## config.mk

```make
export PLATFORM = sky130hd
export DESIGN_NAME = wave_capture
export DESIGN_NICKNAME = d
export VERILOG_FILES = /design/src/rtl/wave_capture.sv
export SDC_FILE = /design/constraint.sdc
export NUM_CORES = 1
export LEC_CHECK = 0
export ABC_AREA = 1
export CAP_MARGIN = 0
export CELL_PAD_IN_SITES_DETAIL_PLACEMENT = 0
export CELL_PAD_IN_SITES_GLOBAL_PLACEMENT = 1
export CORE_MARGIN = 2
export CORE_UTILIZATION = 38
export CTS_BUF_LIST = sky130_fd_sc_hd__clkbuf_2 sky130_fd_sc_hd__clkbuf_4 sky130_fd_sc_hd__clkbuf_8
export DETAILED_ROUTE_END_ITERATION = 8
export PLACE_DENSITY = 0.95
export SYNTH_ARGS = -nofsm -noshare
export SYNTH_HDL_FRONTEND = slang
export SYNTH_SLANG_ARGS = --single-unit
export TNS_END_PERCENT = 100
```

## constraint.sdc

```tcl
create_clock -name clk -period 4.1 [get_ports clk]
set_clock_uncertainty 0.15 [all_clocks]
set_input_delay 0.41 -clock clk [delete_from_list [all_inputs] [get_ports clk]]
set_output_delay 0.41 -clock clk [all_outputs]
set_load 0.05 [all_outputs]
```

## src/rtl/wave_capture.sv

```systemverilog
// Captures one trigger-aligned frame of audio samples into the back half of the
// double-buffered waveform RAM and flips the displayed half during display idle.
module wave_capture #(
  parameter int SAMPLE_WIDTH = 16,
  parameter int COUNT_WIDTH  = 8
) (
  input  logic                    clk,
  input  logic                    reset,
  input  logic                    new_sample_ready,
  input  logic [SAMPLE_WIDTH-1:0] new_sample_in,
  input  logic                    wave_display_idle,
  output logic [COUNT_WIDTH:0]    write_address,
  output logic                    write_enable,
  output logic [7:0]              write_sample,
  output logic                    read_index,
  output logic [1:0]              debug_state
);

  typedef enum logic [1:0] {
    S_ARMED  = 2'd0,
    S_ACTIVE = 2'd1,
    S_WAIT   = 2'd2
  } state_t;

  state_t                  state;
  logic [COUNT_WIDTH-1:0]  count;
  logic [SAMPLE_WIDTH-1:0] prev_sample;
  logic [7:0]              sample_conv;
  logic                    zero_cross;
  logic                    unused_bits;

  // Offset-binary: flip the sign bit of the top byte.
  assign sample_conv = {~new_sample_in[SAMPLE_WIDTH-1], new_sample_in[SAMPLE_WIDTH-2 -: 7]};
  assign zero_cross  = new_sample_ready && prev_sample[SAMPLE_WIDTH-1] &&
                       !new_sample_in[SAMPLE_WIDTH-1];
  assign unused_bits = ^{prev_sample[SAMPLE_WIDTH-2:0], new_sample_in[SAMPLE_WIDTH-9:0]};
  assign debug_state = state;

  always_ff @(posedge clk or posedge reset) begin
    if (reset) begin
      state         <= S_ARMED;
      read_index    <= 1'b0;
      count         <= '0;
      prev_sample   <= '0;
      write_enable  <= 1'b0;
      write_address <= '0;
      write_sample  <= '0;
    end else begin
      write_enable <= 1'b0;
      if (new_sample_ready) prev_sample <= new_sample_in;
      case (state)
        S_ARMED: begin
          if (zero_cross) begin
            write_enable  <= 1'b1;
            write_address <= {~read_index, {COUNT_WIDTH{1'b0}}};
            write_sample  <= sample_conv;
            count         <= {{(COUNT_WIDTH-1){1'b0}}, 1'b1};
            state         <= S_ACTIVE;
          end
        end
        S_ACTIVE: begin
          if (new_sample_ready) begin
            write_enable  <= 1'b1;
            write_address <= {~read_index, count};
            write_sample  <= sample_conv;
            count         <= count + 1'b1;
            // Last slot: count wraps to zero and the frame waits for a swap.
            if (&count) state <= S_WAIT;
          end
        end
        S_WAIT: begin
          if (wave_display_idle) begin
            read_index <= ~read_index;
            state      <= S_ARMED;
          end
        end
        default: state <= S_ARMED;
      endcase
    end
  end

endmodule

```

Yosys cells after proc, flatten, opt, wreduce, memory -nomap -nowiden
Cells that the tools add are included.
- register bits after elaboration: 45
- input bits: 20
- output and inout port bits: 21
- logic and storage cells: 42
- $add $sub $neg: 1
- eq/ne operators: 6
- muxes and demuxes: 17
- bitwise logic cells: 2
- reductions and logical operators: 9
- operators with widths (operator ; number):
    two-way mux 8 bit ; 4
    case mux 8 bit (2 select lines) ; 2
    two-way mux 9 bit ; 2
    case mux 9 bit (2 select lines) ; 1
    adder 8 x 1 -> 8 bit, second input constant ; 1
    two-way mux 2 bit ; 4
    inequality test 2 bit, second input constant ; 4
    AND reduction 8 bit ; 1
    case mux 2 bit (3 select lines) ; 1
    AND reduction 4 bit ; 1
    AND reduction 3 bit ; 1
    equality test 2 x 1 -> 1 bit, second input constant ; 1
    equality test 2 bit, second input constant ; 1
    logical AND 1 bit ; 2
    logical NOT 2 bit ; 1
    two-way mux 1 bit ; 2
    NOT 1 bit ; 2
    case mux 1 bit (2 select lines) ; 1
    AND reduction 2 bit ; 1
    nonzero test 2 bit ; 1
    logical NOT 1 bit ; 1

Depth between registers and ports, before layout
Gate-level depths: netlist (run 1).
- word-level depth: 4
- gate-level depth with buffers: 8
- depth with buffers taken out: 7

Least setup slack after synthesis (run 1)
OpenSTA, ideal clock, no wires.
- path kind: reg-to-reg
- start: reg state[0], in the netlist debug_state[0]
- end: reg write_address[1]
- library setup time: 118 ps
- arrival: 1436 ps
- data required time: 3832 ps
- slack: 2395 ps
- stages on the path, launching flop included: 8
- path buffers: 2
- period minus slack after synthesis: 1705 ps
- cell sequence: dfrtp_1 inv_1 nor2_2 nand2_2 buf_6 buf_2 nand3_1 nand2_1
- word-level cells in the longest chain between the ends: 3
- elaborated cells on any way between the ends: 7
- classes of those cells: eq/ne (3); mux (1); reduce/logical (3)
- RTL lines (element ; line ; RTL):
    start: declaration ; 25 ; state_t state;
    start signal: assignment ; 41 ; state <= S_ARMED;
    start signal: assignment ; 58 ; state <= S_ACTIVE;
    start signal: assignment ; 68 ; if (&count) state <= S_WAIT;
    equality test 2 x 1 -> 1 bit / logical NOT 2 bit (equally long branches) ; 51 ; case (state)
    inequality test 2 bit (no source line) / nonzero test 2 bit (equally long branches) ; - ;
    AND reduction 3 bit (no source line) ; - ;
    end signal: assignment ; 55 ; write_address <= {~read_index, {COUNT_WIDTH{1'b0}}};
    end signal: assignment ; 64 ; write_address <= {~read_index, count};
    end: declaration ; 12 ; output logic [COUNT_WIDTH:0] write_address,
Parallel ways exist; a longest one is shown, timed or not.
A chain may end at the register's enable or synchronous reset.

Worst setup path in the final report (run 1)
- start: reg state[1], in the netlist debug_state[1]
- end: reg count[0]
- word-level cells in the longest chain between the ends: 3
- elaborated cells on any way between the ends: 7
- classes of those cells: eq/ne (3); mux (1); reduce/logical (3)
- RTL lines (element ; line ; RTL):
    equality test 2 x 1 -> 1 bit / logical NOT 2 bit (equally long branches) ; 51 ;
    inequality test 2 bit (no source line) / nonzero test 2 bit (equally long branches) ; - ;
    AND reduction 3 bit (no source line) ; - ;
    end signal: assignment ; 57 ; count <= {{(COUNT_WIDTH-1){1'b0}}, 1'b1};
    end signal: assignment ; 66 ; count <= count + 1'b1;
    end: declaration ; 26 ; logic [COUNT_WIDTH-1:0] count;
Parallel ways exist; a longest one is shown, timed or not.

==> results of run 1 <==
[sequential cells by signal (all words and copies together) (netlist names)]
register and flops:
count 8, debug_state 2, prev_sample 1, read_index 1, write_address 9, write_enable 1
write_sample 8
[worst max-delay path, cell delays in order (launching register included)]
cell and delay [ps]:
dfrtp_1 430, nor2_2 440, nand2_2 390, nand2_4 360, nand3_1 140, inv_1 80
nor2_1 40
[layer usage]
layer,routed length [um],share of wire [%]
met1,1160,41
met2,1494,53
met3,142,5.0
met4,44,1.5
met5,0,0
[layout by cell type, fill, tap and decap left out]
cell	instances
xnor2_1	1
inv_1	10
nor2_1	15
o21ai_0	2
nand3b_1	1
mux2_2	1
nand3_1	32
clkbuf_4	5
nand2_2	2
clkdlybuf4s50_1	32
ha_1	1
nand2_4	1
nor3_1	1
a21oi_2	1
nor2_2	2
nand4_1	1
clkbuf_8	1
a21oi_1	6
dfrtp_1	30
nand2_1	38
o21ai_1	1
[cells in the mapped netlist (all sizes together)]
master,count,share of area [%]
nand2,41,12
ha,1,0.93
mux2,1,0.84
nand3,32,12
nand3b,1,0.56
nand4,1,0.47
nor2,17,5.1
o21ai,3,1.1
buf,7,3.7
a21oi,7,2.9
inv,10,2.8
xnor2,1,0.65
dfrtp,30,56
nor3,1,0.37
[cell type report]
cell class                 count  area (sq um)
clock buffer                   6         51.30
fill                         330          1645
inverter                      10         37.54
multi-input combinational    106         500.5
sequential                    30         750.7
tap                           46         57.56
timing repair buffer          32         320.3
[stage by stage]
stage	hold slack (ps)	utilization (%)
after floorplan	331.0	-
after global placement	329.8	49.55
after detailed placement	341.5	49.55
after CTS	352.7	51.08
after global routing	370.7	51.08
final	351.2	51.08
[power by group]
group / switching, mW / internal (mW)
Sequential: 0.0576 / 0.358
Combinational: 0.201 / 0.108
Clock: 0.0876 / 0.0772
Total: 0.346 / 0.543
[cells by family (layout without fill, tap and decap cells)]
group | after synthesis | count (layout) | synth area share [%]
adders and majority gates | 1 | 1 | 0.9344
and+or+nand+nor | 93 | 93 | 30.93
buffers and inverters | 17 | 48 | 6.543
DFF | 30 | 30 | 56.07
xor gates and xnor gates | 1 | 1 | 0.6543
muxes | 1 | 1 | 0.8411
AOI/OAI and AO/OA | 10 | 10 | 4.019
[final timing paths]
path                            slack (ps)          endpoint      startpoint
worst max register to register        1970          count[0]  debug_state[1]
max in group asynchronous             2590   write_sample[4]           reset
worst min register to register         350  write_address[8]      read_index
worst min-delay path                   350  write_address[8]      read_index
min in group asynchronous              540        read_index           reset
worst max-delay path                  1970          count[0]  debug_state[1]
==> metrics.md, run 1 <==
| Metric | Value |
|---|---|
| Outcome | `finished clean` |
| Max VDD drop | `248.0 uV` |
| Avg Inst Size Synth | `8.750 sq um` |
| Overall power | `0.8892 mW` |
| Worst Hold Depth | `1` |
| Placed Area | `1667 sq um` |
| Synth Net Count | `174` |
| DP HPWL | `1993 um` |
| Setup CP Type | `flop to flop` |
| Minimum clock period | `2132 ps` |
| Die height | `63.36 um` |
| Synth Warn # | `0` |
| Worst skew pair latency | `300 ps` |
| Met2 GRT Util | `27.37%` |
| Max-cap viol count | `0` |
| Max Freq | `469.1 MHz` |
| Clock buffer count from CTS | `5` |
| TNS Setup | `0 ps` |
| Syn Inst Count | `153` |
| R2R cell count | `6` |
| Crit path DAT | `2180 ps` |
| Global-route wire length before repair | `4878 um` |
| Final Cell Area | `1718 sq um` |
| Normalized max-slew margin | `25.40%` |
| Std cell rows | `21` |
| CP Max Fanout | `24` |
| Largest net degree at the start of global routing | `31` |
| Initial drt markers | `41` |
| Slew @ Worst Pin | `1118 ps` |
| Post-route ant nets | `0` |
| GR Overflow Total | `0` |
| Fin nets | `206` |
| Vias in the first global route | `1186` |
| CP endpoint kind | `flop` |
| Minimum setup slack in the final design | `1968 ps` |
| Max clock buf depth | `2` |
| Register bit count reported by yosys | `30` |
| Total number of vias | `1141` |
| Hold bufs inserted after CTS | `0` |
| Wire length per cell | `12.36 um` |
| RSZ-0062 raised after global routing | `false` |
| Placed Cells | `224` |
| GRT Max-Usage Layer | `met2` |
| Residual DRC | `0` |
| Initial Utilization | `39.81%` |
| Non-filler cells, final | `230` |
| Dpl ws | `1758 ps` |
| RD Place Congestion | `0.8416` |
| CTS root buffer | `clkbuf_4` |
| WL final | `2842 um` |
| Clk pin slew, worst setup/hold paths | `80 ps` |
| Layout area overhead | `28.32%` |
| Drt pass-1 iters | `4` |
| Post-CTS Resized | `0` |
| Hold Vio Cnt, Final | `0` |
| Startpoint types | `flop` |
| CTS tree | `done` |
| Max Slew Vio Count | `0` |
| Setup Buffers After CTS | `0` |
| Met3 usage | `4.107%` |
| Total core area | `3363 sq um` |
| Antenna violations before repair | `0` |
| Seq/Total Area, Yosys | `56.07%` |
| Clk sinks | `30` |
| GR Util All Layers | `15.19%` |
| Layout cell share with drive strength beyond 1 | `7.065%` |
| Yosys cell types | `21` |
| Ratio of final minimum period to clock period | `52.00%` |
| Port bufs | `32` |
| Via-to-Cell Ratio | `4.961` |
| Required time of the critical path | `4150 ps` |
| Final setup violation count | `0` |
| Die area | `4014 sq um` |
| H-Tree Depth | `2` |
| LEAKAGE | `0.8566 nW` |
| Syn Std Cell Area | `1339 sq um` |
| Met1 Use GR | `16.61%` |
| Antenna diodes | `0` |
| I/O pin total | `41` |
| Die extent in x | `63.36 um` |
| Worst hold path type | `flop to flop` |
| Power per cell area | `517.6 nW/um^2` |
(Power assumes the default switching activity.)
==> run 2, diff against run 1 <==
--- a/config.mk
+++ b/config.mk
@@ -10,10 +10,10 @@
 export CELL_PAD_IN_SITES_DETAIL_PLACEMENT = 0
 export CELL_PAD_IN_SITES_GLOBAL_PLACEMENT = 1
 export CORE_MARGIN = 2
-export CORE_UTILIZATION = 38
+export CORE_UTILIZATION = 31
 export CTS_BUF_LIST = sky130_fd_sc_hd__clkbuf_2 sky130_fd_sc_hd__clkbuf_4 sky130_fd_sc_hd__clkbuf_8
 export DETAILED_ROUTE_END_ITERATION = 8
-export PLACE_DENSITY = 0.95
+export PLACE_DENSITY = 0.86
 export SYNTH_ARGS = -nofsm -noshare
 export SYNTH_HDL_FRONTEND = slang
 export SYNTH_SLANG_ARGS = --single-unit
==> constraint.sdc (replaced) <==
create_clock -name clk -period 1.9 [get_ports clk]
set_clock_uncertainty 0.15 [all_clocks]
set_input_delay 0.19 -clock clk [delete_from_list [all_inputs] [get_ports clk]]
set_output_delay 0.19 -clock clk [all_outputs]
set_load 0.05 [all_outputs]
==> metrics.md, run 2 (synthesized netlist as in run 1, its figures left out) <==
| Metric | Value |
|---|---|
| Outcome | `finished clean` |
| Max Slew Vio Count | `0 (unchanged)` |
| Commonest non-fill, non-tap cell in the layout | `nand2_1` |
| Ratio of final minimum period to clock period | `94.67%` |
| Switching pwr | `0.7761 mW (+120%)` |
| Total core area | `4086 sq um (+22%)` |
| Largest Register | `write_address` |
| Hold Vio Cnt, Final | `0 (unchanged)` |
| Initial Utilization | `32.76% (-7.0 points)` |
| R2r endpoint | `count[5]` |
| I/O pin total | `41 (unchanged)` |
| Normalized max-slew margin | `66.25% (+41 points)` |
| Max Freq | `555.9 MHz` |
| Clk network pwr share | `23.3% (+4.8 points)` |
| Total number of vias | `1098 (-3.8%)` |
| Clk sinks | `30 (unchanged)` |
| Dpl ws | `202.4 ps (-1556 ps)` |
| Setup CP Type | `flop to output port` |
| Std cell rows | `23 (+9.5%)` |
| Seq pwr share | `43.8% (-2.9 points)` |
| Initial drt markers | `47 (+15%)` |
| CP max stage delay | `810 ps (+370 ps)` |
| H-Tree Depth | `2 (unchanged)` |
| RD Place Congestion | `0.7576 (-10%)` |
| WL final | `2770 um (-2.5%)` |
| Worst hold path type | `input pin to asynchronous set/reset pin` |
| Worst skew pair latency | `280 ps (-20 ps)` |
| GR Overflow Total | `0 (unchanged)` |
| Final Cell Area | `1808 sq um (+5.2%)` |
| Clock buffer count from CTS | `5 (unchanged)` |
| Crit path DAT | `1460 ps (-720 ps)` |
| CP Max Fanout | `3 (-88%)` |
| WP depth | `1 (-5)` |
| Minimum setup slack in the final design | `101.3 ps (-1867 ps)` |
| R2R cell count | `7 (+1)` |
| Switching part of the total | `38.11% (-0.82 points)` |
| Slew @ Worst Pin | `504.6 ps (-613.1 ps)` |
| Antenna diodes | `0 (unchanged)` |
| Die area | `4860 sq um (+21%)` |
| Non-filler cells, final | `242 (+5.2%)` |
| Max reg flops | `9 (unchanged)` |
| Minimum clock period | `1799 ps` |
| Most frequent cells in the layout | `nand2_1, nand3_1, dfrtp_1, clkdlybuf4s50_1, nor2_1` |
| Vias in the first global route | `1021 (-14%)` |
| Antenna violations before repair | `0 (unchanged)` |
| Worst Setup SP | `debug_state[0]` |
| Power per cell area | `1126 nW/um^2 (+120%)` |
| Fin nets | `213 (+3.4%)` |
| Post-route ant nets | `0 (unchanged)` |
| Gate power share | `32.9% (-1.9 points)` |
| Top Registers | `write_address: 9 flops, count: 8 flops, write_sample: 8 flops` |
| Residual DRC | `0 (unchanged)` |
| Max-cap viol count | `0 (unchanged)` |
| TNS Setup | `0 ps (unchanged)` |
| Die height | `69.72 um (+10%)` |
| Placed Cells | `235 (+4.9%)` |
| Post-layout util | `44.24% (-6.8 points)` |
| Port bufs | `32 (unchanged)` |
| Crit path buf inv count | `1 (unchanged)` |
| Slowest CP cell | `clkdlybuf4s50_1` |
| Placed Area | `1729 sq um (+3.8%)` |
| Final setup violation count | `0 (unchanged)` |
| CP Cell Sequence | `clkdlybuf4s50_1` |
| CP endpoint kind | `output port` |
| CTS tree | `done` |
| Largest net degree at the start of global routing | `31 (unchanged)` |
| Die extent in x | `69.72 um (+10%)` |
| RSZ-0062 raised after global routing | `false` |
| Clk pin slew, worst setup/hold paths | `60 ps (-20 ps)` |
| Post-CTS Resized | `0 (unchanged)` |
| LEAKAGE | `0.9126 nW (+6.5%)` |
| Via-to-Cell Ratio | `4.537 (-8.5%)` |
| DP HPWL | `1924 um (-3.5%)` |
| Max VDD drop | `396.9 uV (+60%)` |
| Pint | `1.260 mW (+130%)` |
| Setup Buffers After CTS | `0 (unchanged)` |
| CP endpoint | `debug_state[0]` |
| Hold bufs inserted after CTS | `0 (unchanged)` |
| Global-route wire length before repair | `4761 um (-2.4%)` |
| Wire length per cell | `11.45 um (-7.4%)` |
| Startpoint types | `flop` |
| Reg2Reg Setup Slack | `420 ps (-1550 ps)` |
| GR Util All Layers | `12.50% (-2.7 points)` |
| CP delay by family, top | `buffers and inverters` |
| Drt pass-1 iters | `4 (unchanged)` |
| CTS root buffer | `clkbuf_8` |
| Layout cell share with drive strength beyond 1 | `12.50% (+5.4 points)` |
| Layout area overhead | `35.05%` |
| Required time of the critical path | `1560 ps (-2590 ps)` |
| Reg2reg start | `debug_state[1]` |
| Max clock buf depth | `2 (unchanged)` |
-- run 2: cell count changes in the layout (fill, tap and decap cells not counted) --
cell / before / now
clkbuf_8: 1 / 5
clkbuf_4: 5 / 0
clkinv_2: 0 / 2
buf_4: 0 / 9
clkdlybuf4s50_1: 32 / 29
buf_12: 0 / 1
-- run 2: power by group through the flow --
stage / combinational [mW] / sequential (mW) / clock (mW)
floorplan: 0.225 / 1.12 / 0
global placement: 0.668 / 0.899 / 0
detailed placement: 0.675 / 0.905 / 0
CTS: 0.678 / 0.895 / 0.493
global route: 0.722 / 0.913 / 0.527
finish: 0.669 / 0.893 / 0.475
-- run 2: metal layers --
layer,vias up,global-route usage [%],wire [um]
li1,570,-,-
met1,493,15.96,1325
met2,30,18.48,1218
met3,5,5.523,175
met4,0,5.128,51
met5,-,0,0
-- run 2: metrics by stage --
step	hold slack, ps	power (mW)
after floorplan	124.7	1.345
after global placement	336.1	1.567
after detailed placement	337.5	1.580
after CTS	144.5	2.066
after global routing	191.3	2.162
final	132.5	2.037
-- run 2: worst min-delay path by stage --
stage / from / end / slack (ps) / cells after the start
after detailed placement: read_index / write_address[8] / 340 / 1
final: reset / write_sample[2] / 130 / 3
after CTS: reset / write_enable / 140 / 3
after global placement: read_index / write_address[8] / 340 / 1
after global routing: reset / write_sample[6] / 190 / 3
after floorplan: new_sample_in[15] / write_sample[7] / 120 / 1
-- run 2: final cells by class --
cell class | instances | area (sq um)
fillers | 418 | 2278
flip-flops and latches | 30 | 750.7
multi-input cells | 106 | 500.5
repair buffers | 39 | 377.9
clock buffers | 5 | 68.82
well taps | 50 | 62.56
inverters | 10 | 37.54
clock inverters | 2 | 10.01
